**src/rtl/mux_scan_n.sv**
```systemverilog
// N-channel pipelined selector with direct-select and auto-scan modes.
// Stage 1 captures the chosen lane; the output stage presents it one edge later.
module mux_scan_n #(
    parameter  int WIDTH  = 1,
    parameter  int CH_NUM = 16,
    parameter  int DWELL  = 4,
    localparam int SEL_W  = $clog2(CH_NUM)
) (
    input  logic                    clk,
    input  logic                    rst_n,
    input  logic                    en,
    input  logic                    mode,
    input  logic [SEL_W-1:0]        sel,
    input  logic [CH_NUM*WIDTH-1:0] din,
    input  logic [CH_NUM-1:0]       skip_mask,
    output logic [WIDTH-1:0]        dout,
    output logic [SEL_W-1:0]        dout_ch,
    output logic                    dout_valid,
    output logic                    scan_wrap
);

    localparam int DCNT_W = (DWELL > 1) ? $clog2(DWELL) : 1;
    localparam logic [DCNT_W-1:0] DCNT_LAST = DCNT_W'(DWELL - 1);

    logic              s1_valid_q;
    logic [WIDTH-1:0]  s1_data_q;
    logic [SEL_W-1:0]  s1_ch_q;
    logic [WIDTH-1:0]  dout_q;
    logic [SEL_W-1:0]  dout_ch_q;
    logic              dout_valid_q;
    logic              scan_wrap_q;
    logic [SEL_W-1:0]  ptr_q, ptr_d;
    logic [DCNT_W-1:0] dcnt_q, dcnt_d;
    logic              mode_q;

    logic [SEL_W-1:0]  c_sel;
    logic [SEL_W-1:0]  low_idx;
    logic [SEL_W-1:0]  adv_from;
    logic [SEL_W-1:0]  nxt_ptr;
    logic              take;
    logic              adv;
    logic              wrap_d;
    logic              any_open;
    logic [WIDTH-1:0]  mux_out;

    // First unmasked index strictly after 'from', wrapping; returns 'from' if it is the only one.
    function automatic logic [SEL_W-1:0] next_after(input logic [SEL_W-1:0] from,
                                                    input logic [CH_NUM-1:0] m);
        logic [SEL_W-1:0] idx;
        next_after = from;
        for (int i = CH_NUM; i >= 1; i--) begin
            idx = from + SEL_W'(i);
            if (!m[idx]) next_after = idx;
        end
    endfunction

    always_comb begin
        low_idx = '0;
        for (int i = CH_NUM - 1; i >= 0; i--) begin
            if (!skip_mask[i]) low_idx = SEL_W'(i);
        end
    end

    assign any_open = ~&skip_mask;

    always_comb begin
        c_sel    = sel;
        take     = 1'b0;
        adv      = 1'b0;
        adv_from = ptr_q;
        ptr_d    = ptr_q;
        dcnt_d   = dcnt_q;
        if (!mode) begin
            take = 1'b1;
        end else if (any_open) begin
            if (!mode_q) begin
                // Scan entry: this edge already counts as dwell cycle 0 on the lowest open lane.
                c_sel    = low_idx;
                take     = 1'b1;
                adv_from = low_idx;
                ptr_d    = low_idx;
                if (DWELL == 1) adv = 1'b1;
                else            dcnt_d = DCNT_W'(1);
            end else if (skip_mask[ptr_q]) begin
                adv = 1'b1;
            end else begin
                c_sel = ptr_q;
                take  = 1'b1;
                if (dcnt_q == DCNT_LAST) adv = 1'b1;
                else                     dcnt_d = dcnt_q + 1'b1;
            end
        end
        nxt_ptr = next_after(adv_from, skip_mask);
        wrap_d  = adv && (nxt_ptr <= adv_from);
        if (adv) begin
            ptr_d  = nxt_ptr;
            dcnt_d = '0;
        end
    end

    generate
        if (CH_NUM < 8) begin : g_flat
            assign mux_out = din[c_sel*WIDTH +: WIDTH];
        end else begin : g_tree
            localparam int NG = CH_NUM / 8;
            logic [WIDTH-1:0] grp [NG];
            for (genvar g = 0; g < NG; g++) begin : g_grp
                logic [8*WIDTH-1:0] lanes;
                assign lanes  = din[g*8*WIDTH +: 8*WIDTH];
                assign grp[g] = lanes[c_sel[2:0]*WIDTH +: WIDTH];
            end
            if (NG == 1) begin : g_one
                assign mux_out = grp[0];
            end else begin : g_comb
                assign mux_out = grp[c_sel[SEL_W-1:3]];
            end
        end
    endgenerate

    always_ff @(posedge clk or negedge rst_n) begin
        if (!rst_n) begin
            s1_valid_q   <= 1'b0;
            s1_data_q    <= '0;
            s1_ch_q      <= '0;
            dout_q       <= '0;
            dout_ch_q    <= '0;
            dout_valid_q <= 1'b0;
            scan_wrap_q  <= 1'b0;
            ptr_q        <= '0;
            dcnt_q       <= '0;
            mode_q       <= 1'b0;
        end else if (en) begin
            s1_valid_q <= take;
            if (take) begin
                s1_data_q <= mux_out;
                s1_ch_q   <= c_sel;
            end
            if (s1_valid_q) begin
                dout_q    <= s1_data_q;
                dout_ch_q <= s1_ch_q;
            end
            dout_valid_q <= s1_valid_q;
            scan_wrap_q  <= wrap_d;
            ptr_q        <= ptr_d;
            dcnt_q       <= dcnt_d;
            mode_q       <= mode;
        end else begin
            dout_valid_q <= 1'b0;
            scan_wrap_q  <= 1'b0;
        end
    end

    assign dout       = dout_q;
    assign dout_ch    = dout_ch_q;
    assign dout_valid = dout_valid_q;
    assign scan_wrap  = scan_wrap_q;

endmodule

```
**config.mk**
```make
export PLATFORM = sky130hd
export DESIGN_NAME = mux_scan_n
export DESIGN_NICKNAME = d
export VERILOG_FILES = /design/src/rtl/mux_scan_n.sv
export SDC_FILE = /design/constraint.sdc
export NUM_CORES = 1
export LEC_CHECK = 0
export ABC_AREA = 1
export BUFFER_PORTS_ARGS = -buffer_cell sky130_fd_sc_hd__buf_2
export CORE_MARGIN = 4
export CORE_UTILIZATION = 59
export CTS_CLUSTER_DIAMETER = 40
export DETAILED_ROUTE_END_ITERATION = 6
export PLACE_DENSITY = 0.86
export SETUP_SLACK_MARGIN = 0.1
export SLEW_MARGIN = 15
export SYNTH_ARGS = -nofsm -noshare
export SYNTH_HDL_FRONTEND = slang
export SYNTH_SLANG_ARGS = --single-unit
```
**constraint.sdc**
```tcl
create_clock -name clk -period 4.6 [get_ports clk]
set_input_delay 1.38 -clock clk [delete_from_list [all_inputs] [get_ports clk]]
set_output_delay 1.38 -clock clk [all_outputs]
set_load 0.02 [all_outputs]
```
==> results of run 1 <==
-- cell families after synthesis --
family          Yosys count  synth area share [%]
simple gates            363                 48.81
buf+inv                 101                 12.48
compound gates           93                 15.83
flops                    20                 15.08
fa+ha+maj                11                 4.146
xor+xnor                  7                 2.978
mux                       2                0.6784
-- metrics by stage --
step / hold slack (ns) / setup WS [ns] / utilization (%)
3_5_place_dp: 0.4606 / -0.7493 / 82.85
3_3_place_gp: 0.4620 / -0.5131 / 82.85
2_1_floorplan: 0.4422 / -0.2046 / -
4_1_cts: 0.4848 / -0.2292 / 93.23
-- what timing repair did --
item                       CTS
setup endpoints to repair    5
gates cloned                 1
pin swaps                   42
buffers inserted            21
hold buffers                 0
resized for setup           85
==> results.md, run 1 <==
- Num ports: 47
- FF+latch count, synth: 20
- Cts bufs inserted: 3
- Die Width: 83.01 µm
- Exit stage: global routing
- Err: [ERROR DPL-0038] Utilization greater than 100%, impossible to legalize
- Die H: 83.01 µm
- Top-count cell post-synth: nand2_1
- Predominant post-synthesis flop cell: dfrtp_1
- Synthesized area: between 0.003 and 0.004 mm²
- Root Driver: clkbuf_8
- # rows: 27
- Yosys top cell area share: between 20% and 30%
- Fraction of registers with async set/reset: 100.0%
- Syn Area/Cell: roughly 5.6 µm²
- Largest net degree at the start of global routing: 21
- Post-DP HPWL: approximately 10000 µm
- Cell type with the highest aggregate area in the netlist: nand2_1
- Largest cells by area after synthesis: nand2_1, dfrtp_1, nand3_1
- Htree depth: 1
- Initial Util: approximately three fifths
- Seq/Total Area, Yosys: 15.08%
- Post-Syn Instances: a little under 600
- Placed instance count: 812
- Grt repair worst endpoint: scan_wrap$_DFF_PN0_/D
- Clock Sink Count: 20
- Cell variety after synth: 42
- Yosys warnings: 0
- Most common library cells after synthesis: nand2_1, nand3_1, inv_1, a21oi_1, o21ai_0
- Port Buffers: 46
- Post-synth net total: 648
- Status: did not finish
- Post-synth EDFFs: 0
- Gpl congestion: 1.018
- Clock Path Buffers: 2
- Placed Area: about 0.0045 mm²
- WEP type: sequential cell input
==> run 2, diff against run 1 <==
--- a/config.mk
+++ b/config.mk
@@ -8,11 +8,9 @@
 export ABC_AREA = 1
 export BUFFER_PORTS_ARGS = -buffer_cell sky130_fd_sc_hd__buf_2
 export CORE_MARGIN = 4
-export CORE_UTILIZATION = 59
-export CTS_CLUSTER_DIAMETER = 40
+export CORE_UTILIZATION = 40
 export DETAILED_ROUTE_END_ITERATION = 6
-export PLACE_DENSITY = 0.86
-export SETUP_SLACK_MARGIN = 0.1
+export PLACE_DENSITY_LB_ADDON = 0.15
 export SLEW_MARGIN = 15
 export SYNTH_ARGS = -nofsm -noshare
 export SYNTH_HDL_FRONTEND = slang
==> results.md, run 2 <==
- Status: finished, violations left (was did not finish)
- Failing checks: setup timing
- Fin crit share: 106.3%
- Worst-Margin Slew: 0.6038 ns
- Worst Path Arrival: 5.02 ns
- FF+latch area: 500.5 µm²
- Post-synth net total: 648 (unchanged)
- Pwr Density: 700.0 mW/mm²
- Final Hold Vio Count: 0
- Critical Path Start Type: primary input
- Clock Skew: 0.002259 ns
- Worst relative slew slack: 59.31%
- Nets: 824
- Reg2reg setup slack: 0.69 ns
- Vias per Instance: approximately 5.2
- Crit end category: flop
- Root Driver: clkbuf_8 (unchanged)
- Num ports: 47 (unchanged)
- CTS tree: built
- Layout cell share with drive strength beyond 1: around 41%
- Via count: 4,582
- # rows: 32 (was 27)
- Largest cells by area after synthesis: nand2_1, dfrtp_1, nand3_1 (unchanged)
- Cell variety after synth: 42 (unchanged)
- Placed Area: 0.004594 mm² (was 0.004534 mm²)
- Most common cell after layout, fill and taps aside: nand2_1
- Initial Util: 42.08% (was 60.65%)
- Multi-input gate area: 0.002892 mm²
- Top-count cell post-synth: nand2_1 (unchanged)
- Worst vdd ir: 541.6 µV
- Cts bufs inserted: 3 (unchanged)
- FF+latch count, synth: 20 (unchanged)
- XOR/XNOR share of the synthesized area: 2.978% (unchanged)
- Fillers: ~720
- Post-synth EDFFs: 0 (unchanged)
- Port Buffers: 46 (unchanged)
- Multiplexer share of the synthesized area: 0.6785% (unchanged)
- Routed WL per cell: 14.95 µm
- Drt pass-1 iters: 5
- Synth Area in Compound Gates: 15.83% (unchanged)
- Predominant post-synthesis flop cell: dfrtp_1 (unchanged)
- Number of diodes: 0
- Worst EP required: 4.72 ns
- Delay-heaviest family, CP: simple AND/OR/NAND/NOR gates
- Maxcap violations: 0
- Core Area: slightly below 0.008 mm²
- Leakage: 2.914 nW
- Vias in the first global route: between 4,000 and 5,000
- Final Util: 67.27%
- CP bufs+invs: 10
- Tmin final: 4.892 ns
- First DRT Iteration DRCs: 297
- Remaining antenna violation count: 0
- Endpoints failing setup: 1
- Synthesized area: 0.003319 mm² (unchanged)
- Worst setup margin: -0.2915 ns
- Gpl congestion: 0.9801 (was 1.018)
- Cell type with the highest aggregate area in the netlist: nand2_1 (unchanged)
- Total power: 3.715 mW
- Most frequent cells in the layout: nand2_1, buf_4, nand3_1, inv_1
- Max Slew Vio Count: 0
- Die Width: 99.10 µm (was 83.01 µm)
- Seq/Total Area, Yosys: 15.08% (unchanged)
- Later-pin clock latency in the skew report: 0.25 ns
- Crit-path max cell delay: approximately 0.28 ns
- Yosys warnings: 0 (unchanged)
- Critical path class: in -> reg
- Htree depth: 1 (unchanged)
- Pre-CTS setup slack: -0.6328 ns (was -0.7493 ns)
- Largest net degree at the start of global routing: 21
- Critical Path Slowest Stage Cell: ha_1
- First-pass GRT wire length: 20,040 µm
- Clock Path Buffers: 2 (unchanged)
- CP Max Fanout: 5
- Synth-to-Final Area Change: 59.86%
- CTS clk-pin slew, worst paths: 0.07 ns
- WL final: 13,060 µm
- Initial antenna violation count: 0
- Syn Area/Cell: 5.560 µm² (unchanged)
- Most common library cells after synthesis: nand2_1, nand3_1, inv_1, a21oi_1, o21ai_0 (unchanged)
- Post-synthesis adder-cell area fraction: 4.146% (unchanged)
- Die area: 0.009820 mm²
- Final hold slack: 0.4835 ns
- Overflow after GRT: 0
- Main combinational cell family by area after synthesis: simple AND/OR/NAND/NOR gates (unchanged)
- Cell mode on critical path: nand2_1
- Post-Syn Instances: 597 (unchanged)
- Die H: 99.10 µm (was 83.01 µm)
- Total routing usage reported by global routing: 24.44%
- Post-route cell area: 0.005306 mm²
- Fraction of registers with async set/reset: 100.0% (unchanged)
- Clock Sink Count: 20 (unchanged)
- Hold WC Path Type: reg -> reg
- Post-DP HPWL: 9946 µm (was 9993 µm)
- Simple-gate portion of the synthesized area: 48.81% (unchanged)
- Residual DRC: 0
- RSZ-0062 raised after global routing: true
- Fmax: 0.2044 GHz
- Yosys top cell area share: 23.97% (unchanged)
run 2: cell counts after synthesis:
No cell type changed its count.
run 2: logic make-up after synthesis:
kind of cell / after synthesis
multiplexers: 2
flip-flops: 20
AO/OA/AOI/OAI: 93
adder cells (fa/ha/maj): 11
AND/OR/NAND/NOR: 363
buffers and inverters: 101
XOR/XNOR: 7
run 2: layout make-up:
| type | count | area share, % |
|---|---|---|
| clock buffer | 3 | 0.7781 |
| multi-input combinational | 476 | 54.49 |
| tap | 102 | 2.405 |
| sequential | 20 | 9.432 |
| inverter | 88 | 6.649 |
| timing repair buffer | 184 | 26.24 |
run 2: metrics by stage:
stage	cells	TNS, ns
6_report	873	-0.2915
5_1_grt	873	-1.270
4_1_cts	861	-0.2688
3_5_place_dp	845	-1.202
3_3_place_gp	845	-0.9149
2_1_floorplan	597	-0.2046
run 2: repair_timing:
item                                    4_1_cts  5_1_grt
pin swaps                                    28       38
endpoints found under the setup margin        1        5
setup buffers                                13       12
gates resized for setup                      42       75
hold buffers                                  0        0
run 2: tightest hold or removal path: cells and delay by family (launching register included):
kind             cells  cell delay [ns]
AO/OA/AOI/OAI        1             0.06
flip-flops           1             0.34
AND/OR/NAND/NOR      1             0.05
run 2: path summary, 6_finish.rpt:
| check | start | to | cells past startpoint |
|---|---|---|---|
| worst max register to register | mode_q$_DFFE_PN0P_ | scan_wrap$_DFF_PN0_ | 33 |
| worst min-delay path | dout_ch[0]$_DFFE_PN0P_ | dout_ch[0]$_DFFE_PN0P_ | 2 |
| worst max-delay path | skip_mask[12] | scan_wrap$_DFF_PN0_ | 40 |
| worst min register to register | dout_ch[0]$_DFFE_PN0P_ | dout_ch[0]$_DFFE_PN0P_ | 2 |
| max in group asynchronous | rst_n | s1_ch_q[1]$_DFFE_PN0P_ | 1 |
| min in group asynchronous | rst_n | dout_ch[0]$_DFFE_PN0P_ | 1 |
run 2: where the power goes:
group | switching, mW | internal (mW)
clock network | 0.0487 | 0.0580
logic | 1.86 | 1.46
registers | 0.0540 | 0.230
total | 1.97 | 1.75
run 2: layer usage:
| layer | GRT usage, % | up-vias | share of wire, % |
|---|---|---|---|
| met3 | 1.332 | 26 | 6.2 |
| met4 | 4.832 | 0 | 2.4 |
| met2 | 39.98 | 163 | 46 |
| li1 | - | 2289 | - |
| met1 | 35.76 | 2104 | 45 |
| met5 | 0 | - | 0 |
Power figures use the tool's default switching activity.
